[src/rtl/rock_pkg.sv]
// rock_pkg: shared types and constants for the rocking controller stages.
//   rock_state_e : wave generator state encoding (IDLE, UP, DOWN, PARK)
//   A_W, F_W     : amplitude / frequency code widths
//   center_of()  : centre position value for a given position width
//   CENTER       : centre position at the default 8-bit position width
package rock_pkg;

  localparam int A_W       = 3;
  localparam int F_W       = 3;
  localparam int POS_W_DEF = 8;

  typedef enum logic [1:0] {
    IDLE = 2'd0,
    UP   = 2'd1,
    DOWN = 2'd2,
    PARK = 2'd3
  } rock_state_e;

  function automatic int center_of(input int pos_w);
    return 1 << (pos_w - 1);
  endfunction

  localparam int CENTER = center_of(POS_W_DEF);

endpackage

[src/rtl/rock_tick_gen.sv]
// rock_tick_gen: free-running prescaler, counts 0..PRESCALE-1 and wraps.
//   clk_i  : system clock
//   rst_ni : asynchronous active-low reset (counter -> 0)
//   tick_o : high for the one clock in which the count equals PRESCALE-1
module rock_tick_gen #(
  parameter int PRESCALE = 50000
) (
  input  logic clk_i,
  input  logic rst_ni,
  output logic tick_o
);

  localparam int            CW   = (PRESCALE > 1) ? $clog2(PRESCALE) : 1;
  localparam logic [CW-1:0] LAST = CW'(PRESCALE - 1);

  logic [CW-1:0] cnt_q;

  assign tick_o = (cnt_q == LAST);

  always_ff @(posedge clk_i or negedge rst_ni) begin
    if (!rst_ni) begin
      cnt_q <= '0;
    end else if (tick_o) begin
      cnt_q <= '0;
    end else begin
      cnt_q <= cnt_q + 1'b1;
    end
  end

endmodule

[src/rtl/rock_wave_gen.sv]
// rock_wave_gen: triangle-wave cradle position setpoint generator.
//   clk         : system clock
//   reset       : asynchronous active-low reset
//   A           : amplitude code (0 = stop), half-swing = A*AMP_STEP
//   F           : frequency code, position step per motion tick = F+1
//   err         : controller error, parks the cradle at centre
//   pos         : position setpoint, CENTER + offset
//   dir         : 1 while moving down (DOWN, or PARK from above centre)
//   cycle_pulse : one-clock pulse at each upward centre crossing
//   at_center   : offset == 0
//   pwm         : PWM of pos when ROCK_PWM_OUT_EN is defined, else 0
//
// state | meaning
// IDLE  | parked at centre, A/F latched each tick, starts when A != 0
// UP    | offset rising toward +h
// DOWN  | offset falling toward -h
// PARK  | error recovery, offset walks 1 per tick back to centre
module rock_wave_gen
  import rock_pkg::*;
#(
  parameter int PRESCALE = 50000,
  parameter int POS_W    = 8,
  parameter int AMP_STEP = 16
) (
  input  logic             clk,
  input  logic             reset,
  input  logic [A_W-1:0]   A,
  input  logic [F_W-1:0]   F,
  input  logic             err,
  output logic [POS_W-1:0] pos,
  output logic             dir,
  output logic             cycle_pulse,
  output logic             at_center,
  output logic             pwm
);

  if (PRESCALE < 2) begin : g_chk_prescale
    $error("rock_wave_gen: PRESCALE must be at least 2");
  end
  if (7 * AMP_STEP >= (1 << (POS_W - 1))) begin : g_chk_amp
    $error("rock_wave_gen: 7*AMP_STEP must be below 2^(POS_W-1)");
  end

  // Two bits of headroom so offset +/- step never wraps before the compare.
  localparam int               OW       = POS_W + 2;
  localparam logic [POS_W-1:0] CENTER_P = POS_W'(center_of(POS_W));

  logic tick;

  rock_tick_gen #(.PRESCALE(PRESCALE)) u_tick (
    .clk_i  (clk),
    .rst_ni (reset),
    .tick_o (tick)
  );

  rock_state_e             state_q, state_d;
  logic signed [POS_W:0]   offset_q, offset_d;
  logic [A_W-1:0]          a_l_q, a_l_d;
  logic [F_W-1:0]          f_l_q, f_l_d;
  logic [POS_W-1:0]        pos_q, pos_d;
  logic                    dir_q, dir_d;
  logic                    pulse_q, pulse_d;
  logic                    at_center_q, at_center_d;

  logic signed [OW-1:0]    off_x, step_x, h_x, neg_h, n_up, n_dn, n_park;

  assign off_x  = {offset_q[POS_W], offset_q};
  assign step_x = OW'(f_l_q) + OW'(1);
  assign h_x    = OW'(a_l_q) * OW'(AMP_STEP);
  assign neg_h  = -h_x;
  assign n_up   = off_x + step_x;
  assign n_dn   = off_x - step_x;
  assign n_park = offset_q[POS_W] ? off_x + OW'(1) : off_x - OW'(1);

  always_comb begin
    state_d  = state_q;
    offset_d = offset_q;
    a_l_d    = a_l_q;
    f_l_d    = f_l_q;
    pulse_d  = 1'b0;
    if (tick) begin
      case (state_q)
        IDLE: begin
          a_l_d = A;
          f_l_d = F;
          if (!err && (A != '0)) state_d = UP;
        end
        UP: begin
          // Error entry only changes state; the walk home starts next tick.
          if (err) begin
            state_d = PARK;
          end else if (n_up >= h_x) begin
            offset_d = h_x[POS_W:0];
            state_d  = DOWN;
          end else if (offset_q[POS_W] && !n_up[OW-1]) begin
            offset_d = '0;
            pulse_d  = 1'b1;
            a_l_d    = A;
            f_l_d    = F;
            if (A == '0) state_d = IDLE;
          end else begin
            offset_d = n_up[POS_W:0];
          end
        end
        DOWN: begin
          if (err) begin
            state_d = PARK;
          end else if (n_dn <= neg_h) begin
            offset_d = neg_h[POS_W:0];
            state_d  = UP;
          end else if (!offset_q[POS_W] && (offset_q != '0) &&
                       (n_dn[OW-1] || (n_dn == '0))) begin
            offset_d = '0;
            a_l_d    = A;
            f_l_d    = F;
            if (A == '0) state_d = IDLE;
          end else begin
            offset_d = n_dn[POS_W:0];
          end
        end
        PARK: begin
          if (offset_q == '0) begin
            state_d = IDLE;
          end else begin
            offset_d = n_park[POS_W:0];
            if (n_park == '0) state_d = IDLE;
          end
        end
        default: state_d = IDLE;
      endcase
    end
    dir_d       = (state_d == DOWN) ||
                  ((state_d == PARK) && !offset_d[POS_W] && (offset_d != '0));
    at_center_d = (offset_d == '0);
    pos_d       = CENTER_P + offset_d[POS_W-1:0];
  end

  always_ff @(posedge clk or negedge reset) begin
    if (!reset) begin
      state_q     <= IDLE;
      offset_q    <= '0;
      a_l_q       <= '0;
      f_l_q       <= '0;
      pos_q       <= CENTER_P;
      dir_q       <= 1'b0;
      pulse_q     <= 1'b0;
      at_center_q <= 1'b1;
    end else begin
      state_q     <= state_d;
      offset_q    <= offset_d;
      a_l_q       <= a_l_d;
      f_l_q       <= f_l_d;
      pos_q       <= pos_d;
      dir_q       <= dir_d;
      pulse_q     <= pulse_d;
      at_center_q <= at_center_d;
    end
  end

  assign pos         = pos_q;
  assign dir         = dir_q;
  assign cycle_pulse = pulse_q;
  assign at_center   = at_center_q;

`ifdef ROCK_PWM_OUT_EN
  logic [POS_W-1:0] pwm_cnt_q;
  logic             pwm_q;

  always_ff @(posedge clk or negedge reset) begin
    if (!reset) begin
      pwm_cnt_q <= '0;
      pwm_q     <= 1'b0;
    end else begin
      pwm_cnt_q <= pwm_cnt_q + 1'b1;
      pwm_q     <= (pwm_cnt_q < pos_q);
    end
  end

  assign pwm = pwm_q;
`else
  assign pwm = 1'b0;
`endif

endmodule

[config.mk]
export PLATFORM = sky130hd
export DESIGN_NAME = rock_wave_gen
export DESIGN_NICKNAME = d
export VERILOG_FILES = /design/src/rtl/rock_pkg.sv /design/src/rtl/rock_tick_gen.sv /design/src/rtl/rock_wave_gen.sv
export SDC_FILE = /design/constraint.sdc
export NUM_CORES = 1
export LEC_CHECK = 0
export ABC_AREA = 1
export CAP_MARGIN = 20
export CELL_PAD_IN_SITES_DETAIL_PLACEMENT = 2
export CELL_PAD_IN_SITES_GLOBAL_PLACEMENT = 2
export CORE_MARGIN = 2
export CORE_UTILIZATION = 36
export CTS_CLUSTER_DIAMETER = 30
export DETAILED_ROUTE_END_ITERATION = 10
export DONT_BUFFER_PORTS = 1
export PLACE_DENSITY_LB_ADDON = 0.1
export SKIP_CTS_REPAIR_TIMING = 1
export SYNTH_ARGS = -nofsm -noshare
export SYNTH_HDL_FRONTEND = slang
export SYNTH_SLANG_ARGS = --single-unit
[constraint.sdc]
create_clock -name clk -period 4.95 [get_ports clk]
set_input_delay 0.2475 -clock clk [delete_from_list [all_inputs] [get_ports clk]]
set_output_delay 0.2475 -clock clk [all_outputs]
set_load 0.05 [all_outputs]
==> out/metrics.cfg, run 1 <==
[timing]
hold_violations = 0
fmax_mhz = 225.5
fin_crit_ps = 4435
holdWs_ps = 98.21
drv_slew = 0
period_share_pct = 89.60
fin_ws_ps = 514.6
fin_skew_ps = 6.991
setup_violations = 0
slew_headroom_pct = 43.50
worstMarginPinSlew_ps = 847.5

[final_layout]
nets = 614
syn2layout_area_growth_pct = 7.996
diodes = 0
mostFrequentLayoutCell = nand2_1
drive_above_1_share_pct = 9.123
final_cell_mix = nand2_1 (151), inv_1 (94), nor2_1 (56), nand3_1 (41), dfrtp_1 (35)

[min_path]
min_path_type = in -> reg

[detailed_routing]
dr.pass1.iters = 4
drcViolationCount = 0
drtAntennaViolNets = 0
avgRoutedWirePerCell_um = 18.03
via_per_inst = 5.149
drt_wl_total_um = 12730
num_vias = 3635
drt_iter0_drc = 161

[global_routing]
antenna_found_initial = 0
first_global_vias = 3946
grt_overflow = 0
grt_max_degree = 38
grt_pass1_wl_um = 20890
grt_util_all_layers_pct = 23.82

[cts]
cts_tree = built
numClockSinks = 37
clk_latency_ps = 300
ctsLongestPathBuffers = 2
cts_max_level = 2
clk_transition_reported_paths_ps = 80
numCtsBuffers = 5
cts_root_buf = clkbuf_8

[power_and_ir_drop]
p_per_area_nw_per_um2 = 146.0
ir_drop_mv = 0.1137
p_leak_nw = 2.213

[critical_path]
crit_path_max_incr_delay_ps = 410
cp.required_ps = 5140
worstPathArrival_ps = 4630
cpLargestDelayFamily = simple AND/OR/NAND/NOR gates
critPathBufInv = 4
cp-start-kind = register
worstPathMaxFanout = 9
crit_type = reg -> reg
cpMostUsedCell = nand2_1
crit_slowest_cell = dfrtp_1
critPathCaptureType = register

[synthesis]
syn_nets = 608
syn-cell-area_um2 = 3709
yosysUniqueCellTypes = 42
avgSynthCellArea_um2 = 6.575
ys_warn_count = 0
ys_ff_latch = 37
yosysSeqAreaShare_pct = 25.03
syn-instance-count = 564

[floorplan]
die_area_um2 = 11130
pin_count = 21
die_w_um = 105.5
core_um2 = 10140
die_h_um = 105.5
rows = 37
initial_core_util_pct = 36.58

[placement]
post-place-ws_ps = 283.8
gp_congestion = 0.8796
detailed_place_hpwl_um = 10440
io_buffers = 0

[run_status]
outcome = completed

[run]
maxCapViolCount = 0

-- final timing paths --
check / startpoint / slack (ps) / cells past startpoint / endpoint
min: A[2] / 100 / 1 / a_l_q[2]
max reg2reg: f_l_q[0] / 510 / 30 / dir
max: f_l_q[0] / 510 / 30 / dir
min reg2reg: u_tick.cnt_q[0] / 480 / 1 / u_tick.cnt_q[0]
max in group asynchronous: reset / 4260 / 2 / pos[7]
min in group asynchronous: reset / 420 / 2 / pos[0]
-- power breakdown --
group,internal (mW),switching [mW],leakage [nW]
Clock,0.147,0.115,0.0540
Combinational,0.00513,0.0154,1.67
Sequential,0.302,0,0.491
-- layout make-up --
type                    count  area, um2
clock inverters             2      35.03
fillers                  1250       6133
clock buffers               5      68.82
inverters                 101      379.1
multi-input cells         412       2311
well taps                 136      170.2
repair buffers             13      112.6
flip-flops and latches     37      928.4
-- metrics by stage --
stage | setup TNS [ps] | power, mW | area, um2 | util (%) | std cells
3_3_place_gp | 0 | 0.3196 | 3832 | 37.80 | 694
2_1_floorplan | 0 | 0.3176 | 3709 | - | 564
5_1_grt | -24.36 | 0.6052 | 4005 | 39.50 | 706
4_1_cts | 0 | 0.5860 | 3936 | 38.83 | 701
6_report | 0 | 0.5847 | 4005 | 39.50 | 706
3_5_place_dp | 0 | 0.3200 | 3832 | 37.80 | 694
-- cell families (layout without fill, tap and decap cells) --
| logic type | Yosys count | after routing | synth area share (%) |
|---|---|---|---|
| flip-flops | 37 | 37 | 25.03 |
| other | 1 | 1 | 0.1011 |
| multiplexers | 6 | 6 | 1.822 |
| adder cells (fa/ha/maj) | 35 | 35 | 12.42 |
| AND/OR/NAND/NOR | 290 | 290 | 33.91 |
| AO/OA/AOI/OAI | 64 | 64 | 9.852 |
| XOR/XNOR | 16 | 16 | 3.779 |
| buffers and inverters | 115 | 121 | 13.09 |
-- synthesized netlist by cell type --
master,n,share of area [%]
fa_1,3,1.6
nor3_1,8,1.1
a31oi_1,1,0.17
clkinv_1,1,0.10
o2111ai_2,1,0.40
or2_2,3,0.51
nand3_1,41,5.5
and3_1,2,0.34
xor2_1,13,3.1
o21ai_1,3,0.40
a41oi_1,1,0.24
buf_2,1,0.13
a21oi_1,30,4.0
a21oi_2,2,0.47
inv_1,94,9.5
o21bai_1,1,0.20
nand2_2,4,0.67
buf_6,3,0.91
nor2_1,56,5.7
buf_4,8,1.6
clkbuf_1,2,0.20
xnor2_1,3,0.71
mux2_2,6,1.8
nor3_2,2,0.54
dfrtp_1,35,24
conb_1,1,0.10
inv_2,6,0.61
o31ai_1,3,0.61
nor3b_1,1,0.20
ha_1,32,11
nor4_1,4,0.67
a22oi_1,1,0.20
nor2_2,2,0.34
o21ai_0,18,2.4
nand3b_1,2,0.40
a211oi_1,1,0.20
dfstp_2,2,1.4
nand3_2,3,0.81
nand4_1,11,1.9
o211ai_1,1,0.20
a32o_1,1,0.27
nand2_1,151,15
-- registers in the layout (all words and copies together), names as in the netlist --
register      flops
u_tick.cnt_q     16
pos               8
at_center         1
dir               1
cycle_pulse       1
f_l_q             3
state_q           2
offset_q          2
a_l_q             3
-- per-layer routing --
| layer | GRT usage [%] | wire (um) |
|---|---|---|
| met5 | 0 | 0 |
| met2 | 41.66 | 6386 |
| met4 | 5.545 | 145 |
| met3 | 1.979 | 272 |
| met1 | 31.90 | 5924 |
Note: power is estimated with default switching activity, not from simulation.
==> inputs of run 2 (changes only) <==
--- a/config.mk
+++ b/config.mk
@@ -14,7 +14,7 @@
 export CTS_CLUSTER_DIAMETER = 30
 export DETAILED_ROUTE_END_ITERATION = 10
 export DONT_BUFFER_PORTS = 1
-export PLACE_DENSITY_LB_ADDON = 0.1
+export PLACE_DENSITY = 0.87
 export SKIP_CTS_REPAIR_TIMING = 1
 export SYNTH_ARGS = -nofsm -noshare
 export SYNTH_HDL_FRONTEND = slang
==> out/metrics.cfg, run 2 (synthesis gave the netlist of run 1 again) <==
[critical_path]
crit_type = reg -> reg  ; unchanged
worstPathArrival_ps = 4520  ; was 4630 ps
cp-start-kind = register  ; unchanged
crit_path_max_incr_delay_ps = 410  ; about the same
crit_slowest_cell = dfrtp_1  ; unchanged
worstPathMaxFanout = 10  ; was 9
cp.required_ps = 5150  ; was 5140 ps
cpLargestDelayFamily = simple AND/OR/NAND/NOR gates  ; unchanged
critPathCaptureType = register  ; unchanged
cpMostUsedCell = nand2_1  ; unchanged
critPathBufInv = 3  ; was 4

[power_and_ir_drop]
combinationalPowerShare_pct = 3.9  ; was 3.5%
p_switching_mw = 0.1324  ; was 0.1309 mW
p_per_area_nw_per_um2 = 136.6  ; was 146.0 nW/um2
p_sw_share_pct = 24.51  ; was 22.39%
power.total_mw = 0.5404  ; was 0.5847 mW
power_frac_seq_pct = 55.9  ; was 51.7%
ir_drop_mv = 0.09363  ; was 0.1137 mV
p_leak_nw = 2.186  ; was 2.213 nW
clock_power_share_pct = 40.2  ; was 44.8%
intPower_mw = 0.4079  ; was 0.4538 mW

[detailed_routing]
drtAntennaViolNets = 0  ; unchanged
via_per_inst = 5.245  ; was 5.149
drt_iter0_drc = 100  ; was 161
num_vias = 3687  ; was 3635
drt_wl_total_um = 13330  ; was 12730 um
drcViolationCount = 0  ; unchanged
avgRoutedWirePerCell_um = 18.96  ; was 18.03 um
dr.pass1.iters = 4  ; unchanged

[placement]
gp_congestion = 0.9585  ; was 0.8796
io_buffers = 0  ; unchanged
place_area_um2 = 3825  ; was 3832 um2
detailed_place_hpwl_um = 10910  ; was 10440 um

[cts]
numCtsBuffers = 5  ; unchanged
cts_root_buf = clkbuf_8  ; unchanged
cts_tree = built  ; unchanged
clk_latency_ps = 300  ; about the same
ctsLongestPathBuffers = 2  ; unchanged
clk_transition_reported_paths_ps = 80  ; about the same
cts_max_level = 2  ; unchanged
numClockSinks = 37  ; unchanged

[timing]
hold_violations = 0  ; unchanged
fin_setup_tns_ps = 0  ; unchanged
slew_headroom_pct = 45.41  ; was 43.50%
period_share_pct = 87.34  ; was 89.60%
setup_violations = 0  ; unchanged
worstMarginPinSlew_ps = 818.8  ; was 847.5 ps
drv_slew = 0  ; unchanged
fin_crit_ps = 4323  ; was 4435 ps
rsz0062_at_grt = false
fmax_mhz = 231.3  ; was 225.5 MHz
fin_skew_ps = 13.26  ; was 6.991 ps

[final_layout]
nets = 610  ; was 614
diodes = 0  ; unchanged
drive_above_1_share_pct = 8.289  ; was 9.123%
largest_register_ffs = 16  ; unchanged
mostFrequentLayoutCell = nand2_1  ; unchanged
fillCellCount = 1251  ; was 1250
multi_input_area_um2 = 2311  ; unchanged
stdcell_area_um2 = 3956  ; was 4005 um2
syn2layout_area_growth_pct = 6.680  ; was 7.996%
seqCellArea_um2 = 928.4  ; unchanged
largest-register = u_tick.cnt_q  ; unchanged
final_cell_mix = nand2_1 (151), inv_1 (94), nor2_1 (56), nand3_1 (41), dfrtp_1 (35)  ; unchanged

[floorplan]
die_w_um = 105.5  ; unchanged
rows = 37  ; unchanged
initial_core_util_pct = 36.58  ; unchanged
core_um2 = 10140  ; unchanged
pin_count = 21  ; unchanged
die_h_um = 105.5  ; unchanged
die_area_um2 = 11130  ; unchanged

[global_routing]
grt_overflow = 0  ; unchanged
antenna_found_initial = 0  ; unchanged
first_global_vias = 4155  ; was 3946
grt_pass1_wl_um = 21850  ; was 20890 um
grt_util_all_layers_pct = 24.89  ; was 23.82%
grt_max_degree = 38  ; unchanged

[run]
maxCapViolCount = 0  ; unchanged

[min_path]
min_path_type = in -> reg  ; unchanged

[run_status]
outcome = completed  ; unchanged

==> run 2: worst paths after layout <==
check	startpoint	to	depth (start not counted)	slack [ps]
hold reg to reg	u_tick.cnt_q[0]	u_tick.cnt_q[0]	1	470
setup reg to reg	f_l_q[0]	dir	30	630
hold / removal	F[1]	f_l_q[1]	1	100
max in group asynchronous	reset	pos[7]	2	4270
setup / recovery	f_l_q[0]	dir	30	630
min in group asynchronous	reset	u_tick.cnt_q[6]	2	410
==> run 2: power by group through the flow <==
stage	combinational (mW)	clock (mW)	sequential, mW
floorplan	0.00953	0	0.308
global placement	0.0116	0	0.308
detailed placement	0.0121	0	0.308
CTS	0.0121	0.227	0.302
global route	0.0233	0.235	0.302
finish	0.0210	0.217	0.302
==> run 2: per-layer routing <==
layer  routed length, um  global-route usage, %
met4                 247                  6.203
met3                 278                  2.659
met1                5966                  30.90
met2                6838                  45.81
met5                   0                      0
==> run 2: through the flow <==
step / setup slack (ps) / hold slack, ps / instances / utilization, %
after global placement: 744.3 / -47.06 / 693 / 37.73
after global routing: 77.86 / 91.25 / 703 / 39.02
after floorplan: 1186 / -48.09 / 564 / -
final: 626.8 / 103.1 / 703 / 39.02
after detailed placement: 352.8 / -47.50 / 693 / 37.73
after CTS: 327.4 / -379.7 / 701 / 38.57
==> run 2: worst reg2reg max path, delay by kind of cell, from the launching register on <==
| kind | cells | cell delay, ps |
|---|---|---|
| AO/OA/AOI/OAI | 4 | 520 |
| XOR/XNOR | 2 | 360 |
| adder cells (fa/ha/maj) | 3 | 900 |
| buffers and inverters | 3 | 330 |
| flip-flops | 1 | 410 |
| AND/OR/NAND/NOR | 18 | 1730 |
==> run 2: final cells by class <==
class	instances	share of cell area, %
flip-flops and latches	37	23.47
multi-input cells	412	58.41
clock inverters	1	0.2214
repair buffers	9	2.087
clock buffers	7	1.929
well taps	136	4.301
inverters	101	9.583
==> inputs of run 3 (changes only) <==
--- a/config.mk
+++ b/config.mk
@@ -7,10 +7,11 @@
 export LEC_CHECK = 0
 export ABC_AREA = 1
 export CAP_MARGIN = 20
-export CELL_PAD_IN_SITES_DETAIL_PLACEMENT = 2
+export CELL_PAD_IN_SITES_DETAIL_PLACEMENT = 1
 export CELL_PAD_IN_SITES_GLOBAL_PLACEMENT = 2
 export CORE_MARGIN = 2
 export CORE_UTILIZATION = 36
+export CTS_BUF_LIST = sky130_fd_sc_hd__clkbuf_8 sky130_fd_sc_hd__clkbuf_16
 export CTS_CLUSTER_DIAMETER = 30
 export DETAILED_ROUTE_END_ITERATION = 10
 export DONT_BUFFER_PORTS = 1
==> out/metrics.cfg, run 3 (synthesis gave the netlist of run 1 again) <==
[global_routing]
grt_overflow = 0  ; unchanged
first_global_vias = 3789  ; was 4155
grt_max_degree = 38  ; unchanged
antenna_found_initial = 0  ; unchanged
grt_util_all_layers_pct = 21.14  ; was 24.89%
grt_pass1_wl_um = 19020  ; was 21850 um

[timing]
fin_setup_tns_ps = 0  ; unchanged
drv_slew = 0  ; unchanged
worstMarginPinSlew_ps = 828.3  ; was 818.8 ps
setup_violations = 0  ; unchanged
hold_violations = 0  ; unchanged
rsz0062_at_grt = false  ; unchanged
slew_headroom_pct = 44.78  ; was 45.41%
fin_skew_ps = 10.30  ; was 13.26 ps
period_share_pct = 87.32  ; was 87.34%
holdWs_ps = 92.67  ; was 103.1 ps
fmax_mhz = 231.4  ; was 231.3 MHz
fin_crit_ps = 4322  ; was 4323 ps
fin_ws_ps = 627.8  ; was 626.8 ps

[run]
maxCapViolCount = 0  ; unchanged

[final_layout]
fillCellCount = 1315  ; was 1251
stdcell_area_um2 = 4005  ; was 3956 um2
diodes = 0  ; unchanged
largest-register = u_tick.cnt_q  ; unchanged
syn2layout_area_growth_pct = 7.996  ; was 6.680%
largest_register_ffs = 16  ; unchanged
nets = 610  ; unchanged
final_cell_mix = nand2_1 (151), inv_1 (94), nor2_1 (56), nand3_1 (41), dfrtp_1 (35)  ; unchanged
drive_above_1_share_pct = 8.466  ; was 8.289%
mostFrequentLayoutCell = nand2_1  ; unchanged

[cts]
numCtsBuffers = 5  ; unchanged
clk_latency_ps = 300  ; about the same
numClockSinks = 37  ; unchanged
ctsLongestPathBuffers = 2  ; unchanged
cts_max_level = 2  ; unchanged
clk_transition_reported_paths_ps = 90  ; was 80 ps
cts_tree = built  ; unchanged
cts_root_buf = clkbuf_8  ; unchanged

[floorplan]
initial_core_util_pct = 36.58  ; unchanged
die_w_um = 105.5  ; unchanged
pin_count = 21  ; unchanged
rows = 37  ; unchanged
die_h_um = 105.5  ; unchanged
core_um2 = 10140  ; unchanged
die_area_um2 = 11130  ; unchanged

[critical_path]
reg2reg_slack_ps = 630  ; about the same
crit_slowest_cell = dfrtp_1  ; unchanged
cp-start-kind = register  ; unchanged
cp.required_ps = 5140  ; was 5150 ps
crit_path_end = dir  ; unchanged
critPathCaptureType = register  ; unchanged
startpoint = f_l_q[0]  ; unchanged
crit_path_max_incr_delay_ps = 410  ; about the same
r2r-start = f_l_q[0]  ; unchanged
crit_type = reg -> reg  ; unchanged
timing.rr.end = dir  ; unchanged
cpMostUsedCell = nand2_1  ; unchanged
worstPathMaxFanout = 10  ; unchanged
reg2reg_depth = 30  ; unchanged
worstPathArrival_ps = 4510  ; was 4520 ps

[power_and_ir_drop]
ir_drop_mv = 0.1550  ; was 0.09363 mV
intPower_mw = 0.5102  ; was 0.4079 mW
power_frac_seq_pct = 46.5  ; was 55.9%
p_sw_share_pct = 21.38  ; was 24.51%
clock_power_share_pct = 50.4  ; was 40.2%
p_per_area_nw_per_um2 = 162.0  ; was 136.6 nW/um2
p_switching_mw = 0.1387  ; was 0.1324 mW
p_leak_nw = 2.212  ; was 2.186 nW
power.total_mw = 0.6489  ; was 0.5404 mW
combinationalPowerShare_pct = 3.1  ; was 3.9%

[detailed_routing]
drt_wl_total_um = 11210  ; was 13330 um
num_vias = 3600  ; was 3687
via_per_inst = 5.121  ; was 5.245
avgRoutedWirePerCell_um = 15.94  ; was 18.96 um
drcViolationCount = 0  ; unchanged
drtAntennaViolNets = 0  ; unchanged
dr.pass1.iters = 5  ; was 4
drt_iter0_drc = 117  ; was 100

[placement]
detailed_place_hpwl_um = 9198  ; was 10910 um
io_buffers = 0  ; unchanged
post-place-ws_ps = 500.3  ; was 352.8 ps
gp_congestion = 0.9585  ; unchanged
place_area_um2 = 3825  ; unchanged

[min_path]
min_path_type = in -> reg  ; unchanged
hp-start = F[2]  ; was F[1]

[run_status]
outcome = completed  ; unchanged

run 3: power groups by stage:
stage,Sequential (mW),Clock (mW),Combinational (mW)
global placement,0.308,0,0.0116
global route,0.302,0.346,0.0228
floorplan,0.308,0,0.00953
detailed placement,0.308,0,0.0117
CTS,0.302,0.333,0.0117
finish,0.302,0.327,0.0201
run 3: through the flow:
step | util [%] | std cells
finish | 39.50 | 703
detailed placement | 37.73 | 693
floorplan | - | 564
global placement | 37.73 | 693
global route | 39.50 | 703
CTS | 39.08 | 701
run 3: area by class of cell:
type                       instances  area [um2]  share of cell area, %
clock buffer                       5       68.82                  1.718
clock inverter                     3       68.82                  1.718
inverter                         101       379.1                  9.466
multi-input combinational        412        2307                  57.61
sequential                        37       928.4                  23.18
tap                              136       170.2                  4.249
timing repair buffer               9       82.58                  2.062
run 3: how the worst min path moves through the flow:
stage / end / slack [ps] / depth (start not counted)
floorplan: a_l_q[0] / -50 / 0
global placement: a_l_q[2] / -50 / 0
detailed placement: a_l_q[2] / -50 / 0
CTS: u_tick.cnt_q[5] / -380 / 0
global route: a_l_q[1] / 90 / 1
finish: f_l_q[2] / 90 / 1
run 3: layer usage:
metal / up-vias / global-route usage (%) / share of wire, %
met3: 22 / 3.154 / 2.7
met1: 1742 / 27.86 / 48
li1: 1790 / - / -
met5: - / 0 / 0
met4: 0 / 6.767 / 2.6
met2: 46 / 35.58 / 47
run 3: worst max-delay path, delay by kind of cell (launching register included):
kind,cells,cell delay [ps]
adder cells (fa/ha/maj),3,890
XOR/XNOR,2,360
AO/OA/AOI/OAI,4,530
AND/OR/NAND/NOR,18,1690
flip-flops,1,410
buffers and inverters,3,320
